## src/rtl/pipeline_latealu_pkg.sv

```systemverilog
// Shared constants for the late ALU: op codes, CP0 register indices,
// exception codes, multiply latency, and CP0 read-word formatting helpers.
package pipeline_latealu_pkg;

    localparam logic [5:0] OP_MULT    = 6'b000100;
    localparam logic [5:0] OP_MTHI    = 6'b000101;
    localparam logic [5:0] OP_MTLO    = 6'b000110;
    localparam logic [5:0] OP_SYSCALL = 6'b001000;
    localparam logic [5:0] OP_ERET    = 6'b001001;
    localparam logic [5:0] OP_MFC0    = 6'b001010;
    localparam logic [5:0] OP_MTC0    = 6'b001011;

    localparam logic [4:0] CP0_STATUS = 5'd12;
    localparam logic [4:0] CP0_CAUSE  = 5'd13;
    localparam logic [4:0] CP0_EPC    = 5'd14;

    localparam logic [4:0] EXC_SYSCALL = 5'd8;

    // Busy cycles per multiply: 32 shift-add iterations plus one sign fixup.
    localparam int unsigned MULT_CYCLES = 33;

    function automatic logic [31:0] cause_word(input logic [1:0] ip, input logic [4:0] code);
        return {22'b0, ip, 1'b0, code, 2'b0};
    endfunction

    function automatic logic [31:0] status_word(input logic exl);
        return {30'b0, exl, 1'b0};
    endfunction

endpackage

```

## src/rtl/latealu_mul_iter.sv

```systemverilog
// Iterative signed 32x32 multiplier: shift-add on operand magnitudes, then a
// single cycle that applies the result sign. done is high during that last cycle.
module latealu_mul_iter
    import pipeline_latealu_pkg::*;
(
    input  logic        clk,
    input  logic        rst,
    input  logic        start,
    input  logic [31:0] op_a,
    input  logic [31:0] op_b,
    output logic        busy,
    output logic        done,
    output logic [63:0] product
);

    localparam logic [1:0] ST_IDLE  = 2'd0;
    localparam logic [1:0] ST_ITER  = 2'd1;
    localparam logic [1:0] ST_FIXUP = 2'd2;

    localparam logic [4:0] LAST_ITER = 5'(MULT_CYCLES - 2);

    logic [1:0]  state_q, state_d;
    logic [4:0]  cnt_q, cnt_d;
    logic [31:0] mcand_q, mcand_d;
    logic [63:0] acc_q, acc_d;
    logic        neg_q, neg_d;
    logic [32:0] partial;

    always_comb begin
        state_d = state_q;
        cnt_d   = cnt_q;
        mcand_d = mcand_q;
        acc_d   = acc_q;
        neg_d   = neg_q;
        // Upper half plus multiplicand when the current multiplier bit is set.
        partial = {1'b0, acc_q[63:32]} + (acc_q[0] ? {1'b0, mcand_q} : 33'd0);
        case (state_q)
            ST_IDLE: begin
                if (start) begin
                    state_d = ST_ITER;
                    cnt_d   = 5'd0;
                    mcand_d = op_a[31] ? -op_a : op_a;
                    acc_d   = {32'b0, (op_b[31] ? -op_b : op_b)};
                    neg_d   = op_a[31] ^ op_b[31];
                end
            end
            ST_ITER: begin
                acc_d = {partial, acc_q[31:1]};
                cnt_d = cnt_q + 5'd1;
                if (cnt_q == LAST_ITER) begin
                    state_d = ST_FIXUP;
                end
            end
            ST_FIXUP: state_d = ST_IDLE;
            default:  state_d = ST_IDLE;
        endcase
    end

    always_ff @(posedge clk or negedge rst) begin
        if (!rst) begin
            state_q <= ST_IDLE;
            cnt_q   <= 5'd0;
            mcand_q <= 32'd0;
            acc_q   <= 64'd0;
            neg_q   <= 1'b0;
        end else begin
            state_q <= state_d;
            cnt_q   <= cnt_d;
            mcand_q <= mcand_d;
            acc_q   <= acc_d;
            neg_q   <= neg_d;
        end
    end

    assign busy    = (state_q != ST_IDLE);
    assign done    = (state_q == ST_FIXUP);
    assign product = neg_q ? -acc_q : acc_q;

endmodule

```

## src/rtl/pipeline_latealu.sv

```systemverilog
// Late-stage ALU: HI/LO with an iterative multiplier, plus the CP0 subset
// (Status.EXL, Cause, EPC) for syscall/eret/mfc0/mtc0 and external exceptions.
module pipeline_latealu
    import pipeline_latealu_pkg::*;
(
    input  logic        clk,
    input  logic        rst,
    input  logic        latealu_enable,
    input  logic [5:0]  latealu_op,
    input  logic [31:0] latealu_a0,
    input  logic [31:0] latealu_a1,
    input  logic        exc_req,
    input  logic [4:0]  exc_code,
    input  logic [31:0] exc_pc,
    output logic        latealu_ready,
    output logic [31:0] latealu_mult_hi,
    output logic [31:0] latealu_mult_lo,
    output logic [31:0] latealu_cpr14,
    output logic [31:0] cp0_rdata,
    output logic        cp0_rdata_valid,
    output logic        exl,
    output logic        protocol_error
);

    logic [31:0] hi_q, hi_d, lo_q, lo_d, epc_q, epc_d, rdata_q, rdata_d;
    logic [1:0]  ip_q, ip_d;
    logic [4:0]  code_q, code_d;
    logic        exl_q, exl_d, rvalid_q, rvalid_d, perr_q, perr_d;
    logic        accept, mul_start, mul_busy, mul_done;
    logic [63:0] mul_product;
    logic [4:0]  cp0_idx;
    logic [31:0] cp0_read;

    assign latealu_ready = !mul_busy;
    assign accept        = latealu_enable && latealu_ready;
    assign mul_start     = accept && (latealu_op == OP_MULT);
    assign cp0_idx       = latealu_a0[4:0];

    latealu_mul_iter u_mul (
        .clk     (clk),
        .rst     (rst),
        .start   (mul_start),
        .op_a    (latealu_a0),
        .op_b    (latealu_a1),
        .busy    (mul_busy),
        .done    (mul_done),
        .product (mul_product)
    );

    always_comb begin
        case (cp0_idx)
            CP0_STATUS: cp0_read = status_word(exl_q);
            CP0_CAUSE:  cp0_read = cause_word(ip_q, code_q);
            CP0_EPC:    cp0_read = epc_q;
            default:    cp0_read = 32'd0;
        endcase
    end

    always_comb begin
        hi_d     = hi_q;
        lo_d     = lo_q;
        epc_d    = epc_q;
        ip_d     = ip_q;
        code_d   = code_q;
        exl_d    = exl_q;
        rdata_d  = rdata_q;
        rvalid_d = 1'b0;
        perr_d   = perr_q;
        if (latealu_enable && !latealu_ready) begin
            perr_d = 1'b1;
        end
        if (mul_done) begin
            {hi_d, lo_d} = mul_product;
        end
        if (accept) begin
            // CP0 writes from the op stream yield to a same-cycle exception.
            case (latealu_op)
                OP_MULT: ;
                OP_MTHI: hi_d = latealu_a0;
                OP_MTLO: lo_d = latealu_a0;
                OP_MFC0: begin
                    rvalid_d = 1'b1;
                    rdata_d  = cp0_read;
                end
                OP_MTC0: begin
                    if (!exc_req) begin
                        case (cp0_idx)
                            CP0_STATUS: exl_d = latealu_a1[1];
                            CP0_CAUSE:  ip_d  = latealu_a1[9:8];
                            CP0_EPC:    epc_d = latealu_a1;
                            default:    ;
                        endcase
                    end
                end
                OP_SYSCALL: begin
                    if (!exc_req) begin
                        epc_d  = latealu_a0;
                        code_d = EXC_SYSCALL;
                        exl_d  = 1'b1;
                    end
                end
                OP_ERET: begin
                    if (!exc_req) begin
                        exl_d = 1'b0;
                    end
                end
                default: perr_d = 1'b1;
            endcase
        end
        if (exc_req) begin
            epc_d  = exc_pc;
            code_d = exc_code;
            exl_d  = 1'b1;
        end
    end

    always_ff @(posedge clk or negedge rst) begin
        if (!rst) begin
            hi_q     <= 32'd0;
            lo_q     <= 32'd0;
            epc_q    <= 32'd0;
            ip_q     <= 2'd0;
            code_q   <= 5'd0;
            exl_q    <= 1'b0;
            rdata_q  <= 32'd0;
            rvalid_q <= 1'b0;
            perr_q   <= 1'b0;
        end else begin
            hi_q     <= hi_d;
            lo_q     <= lo_d;
            epc_q    <= epc_d;
            ip_q     <= ip_d;
            code_q   <= code_d;
            exl_q    <= exl_d;
            rdata_q  <= rdata_d;
            rvalid_q <= rvalid_d;
            perr_q   <= perr_d;
        end
    end

    assign latealu_mult_hi = hi_q;
    assign latealu_mult_lo = lo_q;
    assign latealu_cpr14   = epc_q;
    assign cp0_rdata       = rdata_q;
    assign cp0_rdata_valid = rvalid_q;
    assign exl             = exl_q;
    assign protocol_error  = perr_q;

endmodule

```

## config.mk

```make
export PLATFORM = sky130hd
export DESIGN_NAME = pipeline_latealu
export DESIGN_NICKNAME = d
export VERILOG_FILES = /design/src/rtl/pipeline_latealu_pkg.sv /design/src/rtl/latealu_mul_iter.sv /design/src/rtl/pipeline_latealu.sv
export SDC_FILE = /design/constraint.sdc
export NUM_CORES = 1
export LEC_CHECK = 0
export BUFFER_PORTS_ARGS = -buffer_cell sky130_fd_sc_hd__buf_2
export CAP_MARGIN = 20
export CORE_ASPECT_RATIO = 0.9
export CORE_UTILIZATION = 50
export CTS_CLUSTER_SIZE = 20
export DETAILED_ROUTE_END_ITERATION = 6
export GPL_TIMING_DRIVEN = 0
export PLACE_DENSITY = 0.75
export SLEW_MARGIN = 25
export SYNTH_ARGS = -nofsm -noshare
export SYNTH_HDL_FRONTEND = slang
export SYNTH_SLANG_ARGS = --single-unit
```

## constraint.sdc

```tcl
create_clock -name clk -period 3.3 [get_ports clk]
set_input_delay 0.66 -clock clk [delete_from_list [all_inputs] [get_ports clk]]
set_output_delay 0.66 -clock clk [all_outputs]
set_load 0.05 [all_outputs]
```

* Yosys cells after proc, flatten, opt, wreduce, memory -nomap -nowiden
Index checks and enable logic that the tools add are counted.
** Storage, ports and cells
- Flip-flop bits (word level) :: 242
- Input port bits :: 111
- Logic and storage cells :: 92
** Operators by class
- Reduce and logical (&&, ||, !) cells :: 20
- Muxes and demuxes :: 34
- Equality and inequality tests :: 17
- Add/sub/neg operators :: 5
- Bitwise operators :: 2
** Operator list (number)
- $mux W32 :: 12
- $mux W64 :: 2
- $pmux W64 S2 :: 1
- $pmux W32 S3 :: 1
- $neg A32 Y32 :: 2
- $neg A64 Y64 :: 1
- $pmux W32 S2 :: 1
- $add A32 B33 Y33 :: 1
- $eq A6 B4 Y1 const B :: 4
- $mux W5 :: 4
- $eq A6 B3 Y1 const B :: 3
- $eq A5 B4 Y1 const B :: 3
- $pmux W5 S2 :: 1
- $reduce_and A2 Y1 :: 5
- $mux W1 :: 8
- $reduce_bool A2 Y1 :: 4
- $reduce_or A7 Y1 :: 1
- $reduce_and A3 Y1 :: 2
- $add A5 B1 Y5 const B :: 1
- $eq A5 B5 Y1 const B :: 1
- $mux W2 :: 2
- $pmux W2 S2 :: 1
- $reduce_and A4 Y1 :: 1
- $reduce_bool A4 Y1 :: 1
- other kinds (13) :: 15

* Depth between registers and ports, before layout
Gate-level depths: netlist of the first run.
- Depth in word-level cells :: 6
- Mapped depth :: 15
- Gate-level depth less buffers :: 12

* Hierarchy
A second synthesis of the first run with hierarchy kept.
** Unflattened totals
- Cells, all modules :: 1692
- Area total of the unflattened synthesis :: 15218.3 um^2
** Modules (own cells, without submodules)
- latealu_mul_iter :: area an instance 8388.0 um^2, cells an instance 1013, instances 1
- pipeline_latealu :: area an instance 6830.3 um^2, cells an instance 679, instances 1

* Worst setup path after synthesis of the first run
No wires, ideal clock.
- Kind :: reg-to-reg
- From :: register u_mul.acc_q[0]
- To :: register u_mul.acc_q[63]
- Path slack :: 0.244 ns
- Data required time :: 3.218 ns
- Path buffers :: 2
- Cell stages (with the launch flop) :: 15
- Data arrival time :: 2.974 ns
- Period minus slack after synthesis :: 3.056 ns
- Path through :: dfrtp_1 > clkbuf_1 > clkbuf_1 > and2_1 > ha_1 > inv_1 > fa_1 > nor2b_1 > o21ai_0 > a21oi_1 > o31ai_1 > a21oi_1 > a21oi_1 > or4_1 > a31oi_1
** On the way
- Longest elaborated chain between the ends :: 3
** RTL lines
- start, declared :: line latealu_mul_iter.sv:25 : logic [63:0] acc_q, acc_d;
- start signal, assigned :: line latealu_mul_iter.sv:64 : acc_q <= 64'd0;
- start signal, assigned :: line latealu_mul_iter.sv:70 : acc_q <= acc_d;
- $mux W32 :: line latealu_mul_iter.sv:36 : partial = {1'b0, acc_q[63:32]} + (acc_q[0] ? {1'b0, mcand_q} : 33'd0);
- $add A32 B33 Y33 :: line latealu_mul_iter.sv:36
- $pmux W64 S2 :: line latealu_mul_iter.sv:37 : case (state_q)
Every way passes these cells.
A chain may end at the register's enable or synchronous reset.

* Worst setup path after layout of the first run
Same ends and word-level chain as after synthesis.

==> impl_metrics.ini, run 1 <==
[synthesis]
async_flop_share_pct = 100
netlist_instances = 1767
ys.flop_type = dfrtp_1
yosys_warnings = 0
synthesis.nets = 1918
synth-seq-cells = 242
ys_types = 69
syn-cell-area_um2 = 15000
seq_area_frac_synth_pct = 40.3
synth.avg_cell_area_um2 = 8.51
synth_edf_count = 0

[place]
dp_worst_setup_slack_ps = -1000
placed_cell_area_um2 = 16800
hpwlAfterDp_mm = 42.9
gp_congestion = 0.974
port_buffers = 232

[pwr]
sw_frac_of_total_pct = 41.5
p_total_w = 0.0120
vdd.ir_drop.worst_mv = 0.492
combPwrFrac_pct = 35.8
power_density_nw_per_um2 = 666
clockPowerShare_pct = 28.4
p_leak_nw = 8.46
power.switching_w = 0.00496
internal_power_w = 0.00700
p_seq_share_pct = 35.7

[clocking]
clkLatencyLatePin_ps = 560
cts_tree = built
h-tree-depth = 1
cts_inserted_buffers = 28
cts_root_buf = clkbuf_16
cts_max_path_buffers = 3
cts.clk_slew.worst_paths_ps = 60
cts.sinks = 242

[timing]
slew_headroom_pct = 27.4
worst_pin_slew_ps = 1090
period_needed_ps = 3220
fin_crit_sh_pct = 97.6
slew_viol_final = 0
tns_ps = 0
rsz0062_at_grt = true
clock_skew_ps = 15.3
fmax_ghz = 0.311
fin_hold_ws_ps = 340
hold_viol_final = 0
setup_ws_ps = 79.6
setup_viol = 0

[routing]
wl_met3_mm = 7.29
top_layer = met4
viasPerCell = 6.42
via_count = 15700
drt-wirelength-per-cell_um = 23.3
drc_errors = 4
first_pass_iters = 7
wl_met2_mm = 24.7
ant_nets = 0
wl_met1_mm = 22.9
wl_mm = 57.1
drtIter0Drc = 2059

[layout]
ff_latch_area_um2 = 6060
multi_input_area_um2 = 8510
fillers = 2564
stdcell_area_um2 = 18000
synthToLayoutAreaGrowth_pct = 19.5
layout_commonest_cell = o21ai_0
final_cell_mix = 264 x o21ai_0, 254 x nand2_1, 241 x dfrtp_1
final_nets = 2186
drive_gt1_share_pct = 16.9

[setup_path]
cp-end-kind = register
setup.worst_path.start = u_mul.acc_q[0]$_DFFE_PN0P_
worst-setup-path-type = register to register
critPathLaunchType = register
path_max_fanout = 8
crit_arrival_ps = 3690
r2r-start = u_mul.acc_q[0]$_DFFE_PN0P_
crit_required_ps = 3770

[floorplanning]
fp.dieArea_um2 = 30800
fp.dieH_um = 166
core_um2 = 29200
die_w_um = 185
start_util_pct = 51.4
rows = 59
pin_count = 243

[outcome]
status = complete, but fails checks
violations = design-rule violations

[grt]
grt_pass1_wl_mm = 87.0
antenna_found_initial = 1
grt_max_degree = 76
grt_pass1_vias = 14800
grtUsageTotal_pct = 36.7
grt-ovfl-total = 0

[hold_path]
worstHoldStart = exc_code[2]
min_path_type = input port to register

[job]
maxCapViolations = 0
-- kinds of logic (layout without fill, tap and decap cells) --
family | after synthesis | after routing | share of synthesized area [%]
AO/OA/AOI/OAI | 570 | 570 | 22.7
XOR/XNOR | 124 | 124 | 7.22
adder cells (fa/ha/maj) | 40 | 40 | 3.38
buffers and inverters | 144 | 431 | 3.88
flip-flops | 242 | 242 | 40.3
multiplexers | 52 | 52 | 3.48
other | 0 | 2 | 0
AND/OR/NAND/NOR | 595 | 595 | 19.0
-- power by group through the flow --
stage               clock network (W)  registers (W)  logic, W
floorplan                           0        0.00455   0.00241
global placement                    0        0.00422   0.00399
detailed placement                  0        0.00424   0.00407
CTS                           0.00341        0.00421   0.00412
global route                  0.00352        0.00431   0.00460
finish                        0.00340        0.00427   0.00428
-- final timing paths --
path | to | depth (start not counted) | slack, ps
min | code_q[2]$_DFFE_PN0P_ | 2 | 340
max | u_mul.acc_q[63]$_DFFE_PN0P_ | 13 | 80
min reg2reg | cp0_rdata[7]$_DFFE_PN0P_ | 2 | 470
max reg2reg | u_mul.acc_q[63]$_DFFE_PN0P_ | 13 | 80
min in group asynchronous | u_mul.acc_q[58]$_DFFE_PN0P_ | 2 | 560
max in group asynchronous | code_q[0]$_DFFE_PN0P_ | 4 | 1640
-- registers in the layout, indices dropped and copies added, names as in the netlist, 5 cells and up --
register / count
latealu_cpr14: 32
latealu_mult_hi: 32
u_mul.acc_q: 64
latealu_mult_lo: 32
u_mul.cnt_q: 5
code_q: 5
cp0_rdata: 32
u_mul.mcand_q: 32
-- worst max-delay path: stages (launching register included) --
cell,delay [ps]
dfrtp_2,550
buf_8,150
and2_1,130
ha_2,190
inv_1,60
fa_2,360
nor2b_1,130
o21ai_1,100
a21oi_2,250
o31ai_2,120
a21oi_2,260
a21oi_2,120
or4_4,490
a31oi_1,190
-- routing by layer --
layer  vias to the layer above  GRT usage, %
met2                      1112          53.5
met3                       162          9.36
met5                         -             0
met1                      7585          52.6
met4                         0          12.8
li1                       6878             -
-- cell usage after synthesis (9+ instances only) --
master,n,area (um^2)
nand2b_1,12,75.1
o31ai_1,32,240
buf_1,10,37.5
a22oi_1,40,300
mux2i_1,50,500
nor4_1,13,81.3
a31oi_1,17,106
xor2_1,91,797
and3_1,10,62.6
and2_1,37,231
or4_1,9,67.6
a21o_1,28,210
ha_1,39,488
a222oi_1,12,120
inv_1,21,78.8
xnor2_1,33,289
nor2_1,110,413
nand2_1,254,953
a21oi_1,107,536
or3_1,29,181
o41ai_1,12,105
nand3_1,40,200
o21ai_0,266,1330
clkbuf_1,104,390
dfrtp_1,242,6060
nor3_1,25,125
-- cell type report --
| type | count | area share [%] |
|---|---|---|
| multi-input combinational | 1381 | 47.4 |
| sequential | 242 | 33.7 |
| timing repair buffer | 241 | 7.25 |
| clock buffer | 40 | 4.72 |
| buffer | 120 | 2.84 |
| tap | 396 | 2.76 |
| clock inverter | 9 | 0.857 |
| inverter | 21 | 0.439 |
| antenna | 2 | 0.0279 |
-- through the flow --
stage	utilization (%)	instances
floorplan	-	1767
global placement	57.1	2395
detailed placement	57.4	2398
CTS	61.1	2450
global route	61.4	2450
finish	61.4	2452
-- what timing repair did --
item,CTS,global route
hold endpoints to repair,29,0
setup endpoints to repair,28,29
pin swaps,3,5
hold buffers,1,0
cloned,0,0
resized for setup,15,23
setup buffers,4,1
Note: power is estimated with default switching activity, not from simulation.
==> inputs of run 2 (changes only) <==
--- a/config.mk
+++ b/config.mk
@@ -7,7 +7,7 @@
 export LEC_CHECK = 0
 export BUFFER_PORTS_ARGS = -buffer_cell sky130_fd_sc_hd__buf_2
 export CAP_MARGIN = 20
-export CORE_ASPECT_RATIO = 0.9
+export CORE_ASPECT_RATIO = 0.5
 export CORE_UTILIZATION = 50
 export CTS_CLUSTER_SIZE = 20
 export DETAILED_ROUTE_END_ITERATION = 6
==> constraint.sdc (replaced) <==
create_clock -name clk -period 3.3 [get_ports clk]
set_input_delay 0.165 -clock clk [delete_from_list [all_inputs] [get_ports clk]]
set_output_delay 0.165 -clock clk [all_outputs]
set_load 0.05 [all_outputs]
==> run 2 against run 1 <==
  * The flow still finishes with violations (design-rule violations)
  * Largest cell class unchanged
  * Via count hardly changed
  * Worst hold slack lost 320 ps
  * Non-clock buffer count is 71 higher
  * Sequential share of layout area fell by 0.88 points
  * Register-to-register slack improved by 20 ps
  * Wire length decreased by 1.4%
  * Clock power fell by 12%
  * Sequential power hardly changed
  * Setup slack improved by 25 ps
  * Die area grew 0.13%
  * Utilization up 1.5 points
  * Count of clock-buffer cells in the layout fell by 4
==> impl_metrics.ini, run 2 (same netlist as run 1, synthesis figures left out) <==
[routing]
drc_errors = 33
via_count = 15700
wl_mm = 56.3
ant_nets = 0
drt-wirelength-per-cell_um = 22.4
first_pass_iters = 7
drtIter0Drc = 2025
viasPerCell = 6.27

[layout]
final_nets = 2254
layout_commonest_cell = o21ai_0
fin_util_pct = 63.0
finalNonFillerCells = 2510
largest_register = u_mul.acc_q
fillers = 2543
largest_reg_flops = 64
final_cell_mix = 263 x o21ai_0, 254 x nand2_1, 241 x dfrtp_1
synthToLayoutAreaGrowth_pct = 22.7
drive_gt1_share_pct = 15.7
antennaDiodeCount = 0

[clocking]
cts_tree = built
cts.clk_slew.worst_paths_ps = 70
cts_max_path_buffers = 3
cts_root_buf = clkbuf_16
h-tree-depth = 1
cts_inserted_buffers = 25
cts.sinks = 242
clkLatencyLatePin_ps = 550

[outcome]
status = complete, but fails checks
violations = design-rule violations

[timing]
slew_headroom_pct = 40.3
setup_viol = 0
period_needed_ps = 3200
fin_crit_sh_pct = 96.8
worst_pin_slew_ps = 892
tns_ps = 0
fmax_ghz = 0.313
slew_viol_final = 0
clock_skew_ps = 20.0
hold_viol_final = 0
rsz0062_at_grt = false

[grt]
grt_pass1_vias = 15200
grt_pass1_wl_mm = 86.4
antenna_found_initial = 0
grt_max_degree = 70
grtUsageTotal_pct = 36.1
grt-ovfl-total = 0

[hold_path]
worstHoldStart = latealu_a0[18]
hold_path_depth = 2
hold_end = latealu_mult_lo[18]$_DFF_PN0_
min_path_type = input port to register

[setup_path]
worst-setup-path-type = register to register
reg2reg_depth = 13
path_max_fanout = 6
worstReg2RegEnd = u_mul.acc_q[63]$_DFFE_PN0P_
r2r-start = u_mul.acc_q[0]$_DFFE_PN0P_
cp-end-kind = register
crit_required_ps = 3750
r2r_setup_slack_ps = 100
crit_arrival_ps = 3650
critPathLaunchType = register

[pwr]
p_leak_nw = 8.68
power_density_nw_per_um2 = 624
vdd.ir_drop.worst_mv = 0.313
p_total_w = 0.0115

[floorplanning]
start_util_pct = 51.3
fp.dieArea_um2 = 30800
core_um2 = 29300
pin_count = 243
rows = 44
die_w_um = 247
fp.dieH_um = 125

[place]
port_buffers = 232
hpwlAfterDp_mm = 41.4
gp_congestion = 0.987
placedCellCount = 2393

[job]
maxCapViolations = 0
run 2: cell count changes in the layout (fill, tap and decap cells not counted), sizes merged:
cell and change:
clkinvlp -1, clkbuf -3, bufinv -2, buf +1
diode -2, inv -1, dlygate4sd3 +69, clkinv +2
run 2: final cells by class:
type                    instances  area (um^2)  share of cell area [%]
flip-flops and latches        242         6060                    32.8
well taps                     391          489                    2.65
multi-input cells            1381         8460                    45.9
plain buffers                 119          502                    2.72
clock inverters                 7         87.6                   0.475
clock buffers                  36          747                    4.05
inverters                      21         78.8                   0.427
repair buffers                313         2010                    10.9
run 2: worst max-delay path: stages (launching register included):
cell and delay (ps):
dfrtp_2 510, buf_8 150, and2_1 120, ha_2 200
inv_1 60, fa_1 430, nor2b_1 150, o21ai_1 110
a21oi_2 210, o31ai_1 150, a21oi_2 240, a21oi_2 120
or4_1 490, a31oi_1 170
run 2: what timing repair did:
action / CTS / global route
buffers inserted: 5 / 3
hold endpoints to repair: 133 / 0
setup endpoints to repair: 29 / 19
gates cloned: 0 / 0
pin swaps: 2 / 2
gates resized for setup: 11 / 13
hold buffers: 70 / 0
run 2: per-layer routing:
metal  routed length, um  up-vias  GRT usage, %  part of all wire (%)
li1                    -     7000             -                     -
met1               23200     7565          50.5                    41
met2               24400      963          54.5                    43
met3                6070      212          7.07                    11
met4                2640        0          15.2                   4.7
met5                   0        -             0                     0
run 2: how the worst max path moves through the flow:
stage / startpoint / endpoint / slack (ps)
finish: u_mul.acc_q[0]$_DFFE_PN0P_ / u_mul.acc_q[63]$_DFFE_PN0P_ / 100
global route: u_mul.acc_q[0]$_DFFE_PN0P_ / u_mul.acc_q[59]$_DFFE_PN0P_ / 5
CTS: u_mul.acc_q[0]$_DFFE_PN0P_ / u_mul.acc_q[56]$_DFFE_PN0P_ / 5
detailed placement: u_mul.acc_q[0]$_DFFE_PN0P_ / u_mul.acc_q[63]$_DFFE_PN0P_ / -980
global placement: rst / cp0_rdata[21]$_DFFE_PN0P_ / -2390
floorplan: u_mul.acc_q[0]$_DFFE_PN0P_ / u_mul.acc_q[63]$_DFFE_PN0P_ / 240
run 2: power breakdown:
group	leakage [nW]	internal [W]	switching [W]	total, W
clock	0.413	0.00172	0.00126	0.00298
sequential	3.17	0.00349	0.000781	0.00427
combinational	5.10	0.00146	0.00280	0.00426
total	8.68	0.00667	0.00484	0.0115
run 2: through the flow:
| step | hold slack [ps] | worst slack (ps) | area (um^2) |
|---|---|---|---|
| 2_1_floorplan | -131 | 244 | 15000 |
| 4_1_cts | 0.491 | 4.97 | 18400 |
| 3_3_place_gp | 396 | -2390 | 16700 |
| 3_5_place_dp | 121 | -975 | 16800 |
| 6_report | 15.2 | 105 | 18400 |
| 5_1_grt | 9.30 | 5.18 | 18400 |
==> inputs of run 3 (changes only) <==
--- a/config.mk
+++ b/config.mk
@@ -5,14 +5,16 @@
 export SDC_FILE = /design/constraint.sdc
 export NUM_CORES = 1
 export LEC_CHECK = 0
+export ABC_AREA = 1
 export BUFFER_PORTS_ARGS = -buffer_cell sky130_fd_sc_hd__buf_2
 export CAP_MARGIN = 20
 export CORE_ASPECT_RATIO = 0.5
 export CORE_UTILIZATION = 50
+export CTS_CLUSTER_DIAMETER = 50
 export CTS_CLUSTER_SIZE = 20
 export DETAILED_ROUTE_END_ITERATION = 6
 export GPL_TIMING_DRIVEN = 0
-export PLACE_DENSITY = 0.75
+export PLACE_DENSITY = 0.74
 export SLEW_MARGIN = 25
 export SYNTH_ARGS = -nofsm -noshare
 export SYNTH_HDL_FRONTEND = slang
==> run 3 against run 2 <==
  * Sequential share of layout area fell by 2.0 points
  * Design area rose by 6.4%
  * Area after synthesis rose by 9.8%
  * First-iteration DRC count rose by 63%
  * Wire length rose by 40%
  * The flow finishes with violations (design-rule violations, negative hold slack)
  * Count of clock-buffer cells in the layout fell by 12
  * Largest power group is now combinational cells
  * Combinational power rose by 11%
  * Critical path depth rose by 5
  * Register-to-register slack improved by 150 ps
  * Highest routed layer is now met5
  * Critical endpoint is now u_mul.acc_q[53]$_DFFE_PN0P_
  * Die area rose by 9.7%
==> impl_metrics.ini, run 3 <==
[setup_path]
critPathLaunchType = register
worst-setup-path-type = register to register
r2r-start = u_mul.acc_q[0]$_DFFE_PN0P_
cp_cell_sequence = buf_6 -> nand2_1 -> inv_1 -> ha_1 -> inv_1 -> fa_1 -> inv_1 -> nand2_1 -> a21oi_2 -> nand2_1 -> nand2_1 -> nand2_1 -> nand2_1 -> nand2_1 -> nand2_1 -> nand2_1 -> nand3_1 -> o21ai_0
worstReg2RegEnd = u_mul.acc_q[53]$_DFFE_PN0P_
crit_top_cell = nand2_1
cp-endpoint = u_mul.acc_q[53]$_DFFE_PN0P_
reg2reg_depth = 18
crit_required_ps = 3720
crit_arrival_ps = 3470
critPathSlowestCell = dfrtp_1
path_max_fanout = 15
slowest_delay_ps = 350
setup.worst_path.start = u_mul.acc_q[0]$_DFFE_PN0P_
r2r_setup_slack_ps = 250
cp-end-kind = register

[routing]
drt-wirelength-per-cell_um = 24.6
ant_nets = 0
drtIter0Drc = 3300
viasPerCell = 6.09
drc_errors = 3
via_count = 19500
first_pass_iters = 7
wl_mm = 78.9

[synthesis]
syn-cell-area_um2 = 16500
yosys_warnings = 0
seq_area_frac_synth_pct = 36.7
synth_top_area_share_pct = 36.7
yosysMostFrequentCell = nand2_1
async_flop_share_pct = 100
synth-seq-cells = 242
yosys-top-cells-area = dfrtp_1 37%, nand2_1 15%, nor2_1 6.4%
ys.flop_type = dfrtp_1
netlist_instances = 2438
ys_types = 53
synth_edf_count = 0
netlist_top_cells_count = 660 x nand2_1, 283 x nor2_1, 248 x inv_1
synth_area_leader_cell = dfrtp_1
synth.avg_cell_area_um2 = 6.77
synthesis.nets = 2589

[floorplanning]
start_util_pct = 51.5
fp.dieArea_um2 = 33800
rows = 46
fp.dieH_um = 130
die_w_um = 259
pin_count = 243
core_um2 = 32100

[pwr]
power_density_nw_per_um2 = 607
vdd.ir_drop.worst_mv = 0.432
p_leak_nw = 9.82

[grt]
grt_pass1_wl_mm = 113
grtUsageTotal_pct = 46.0
grt-ovfl-total = 0
grt_pass1_vias = 17400
antenna_found_initial = 6
grt_max_degree = 95

[clocking]
cts_root_buf = clkbuf_16
h-tree-depth = 1
cts_max_path_buffers = 3
cts_tree = built
cts.clk_slew.worst_paths_ps = 90
cts_setup_buffers = 0
cts.sinks = 242
clkLatencyLatePin_ps = 580
cts_inserted_buffers = 22

[layout]
layout_commonest_cell = nand2_1
synthToLayoutAreaGrowth_pct = 18.9
final_nets = 2906
largest_register = u_mul.acc_q
drive_gt1_share_pct = 13.1
largest_reg_flops = 64
final_cell_mix = 660 x nand2_1, 283 x nor2_1, 262 x buf_2
fillers = 3124

[timing]
rsz0062_at_grt = false
slew_viol_final = 0
worst_pin_slew_ps = 1190
fin_hold_ws_ps = -3.27
period_needed_ps = 3050
setup_ws_ps = 255
tns_ps = 0
setup_viol = 0
slew_headroom_pct = 21.0
hold_viol_final = 1
fin_crit_sh_pct = 92.3
clock_skew_ps = 34.9
fmax_ghz = 0.328

[place]
hpwlAfterDp_mm = 62.3
dp_worst_setup_slack_ps = -195
gp_congestion = 1.08
port_buffers = 241

[job]
maxCapViolations = 0

[hold_path]
min_path_type = input port to register

[outcome]
violations = design-rule violations, negative hold slack
status = complete, but fails checks
==> run 3: critical path: cells and delay by family, from the launching register on <==
family / cells / cell delay, ps
AOI/OAI and AO/OA: 2 / 440
adders and majority gates: 2 / 540
buffers and inverters: 4 / 450
DFF: 1 / 350
and+or+nand+nor: 10 / 1090
==> run 3: what timing repair did <==
| item | in CTS | in global routing |
|---|---|---|
| hold buffers | 51 | 0 |
| hold endpoints to repair | 123 | 0 |
| endpoints found under the setup margin | 10 | 2 |
| gates resized for setup | 0 | 1 |
==> run 3: worst min path at each step <==
stage,startpoint,to,slack [ps],depth (start not counted)
6_report,exc_pc[27],latealu_cpr14[27]$_DFFE_PN0P_,-3,5
5_1_grt,latealu_a1[4],u_mul.acc_q[4]$_DFFE_PN0P_,20,3
4_1_cts,exc_pc[27],latealu_cpr14[27]$_DFFE_PN0P_,0.7,5
3_5_place_dp,rst,latealu_mult_lo[4]$_DFF_PN0_,180,1
3_3_place_gp,exc_code[0],code_q[0]$_DFFE_PN0P_,390,3
2_1_floorplan,rst,code_q[0]$_DFFE_PN0P_,-130,0
==> run 3: final cells by class <==
cell class / instances / area, um^2 / area share, %
multi-input cells: 1841 / 9050 / 46.1
flip-flops and latches: 242 / 6060 / 30.9
repair buffers: 294 / 1780 / 9.08
inverters: 262 / 983 / 5.01
clock buffers: 24 / 589 / 3.00
well taps: 432 / 541 / 2.76
plain buffers: 92 / 415 / 2.12
clock inverters: 15 / 191 / 0.976
diodes: 3 / 7.51 / 0.0383
==> run 3: through the flow <==
step | total power (W) | cell area, um^2 | utilization (%) | hold slack [ps] | std cells
finish | 0.0119 | 19600 | 61.2 | -3.27 | 3205
global route | 0.0123 | 19600 | 61.2 | 22.2 | 3203
CTS | 0.0117 | 19600 | 61.2 | 0.731 | 3202
detailed placement | 0.00878 | 18300 | 57.1 | 179 | 3113
global placement | 0.00874 | 18300 | 56.9 | 394 | 3111
floorplan | 0.00715 | 16500 | - | -131 | 2438
==> run 3: power breakdown <==
part | total [W] | internal (W) | switching (W)
clock | 0.00288 | 0.00146 | 0.00142
sequential | 0.00430 | 0.00354 | 0.000759
combinational | 0.00473 | 0.00129 | 0.00344
==> run 3: metal layers <==
metal | share of wire [%] | routed length, um | global-route usage [%]
met1 | 41 | 32200 | 64.7
met2 | 38 | 30000 | 62.5
met3 | 17 | 13600 | 19.8
met4 | 3.8 | 3020 | 14.6
met5 | 0.17 | 134 | 3.06
==> run 3: cells by family (layout without fill, tap and decap cells) <==
family,after synthesis,in the layout,share of synthesized area [%]
simple gates,1214,1214,30.5
flops,242,242,36.7
mux,8,8,0.546
compound gates,547,547,19.0
fa+ha+maj,40,40,3.08
other cells,0,3,0
buf+inv,355,687,8.49
xor+xnor,32,32,1.70
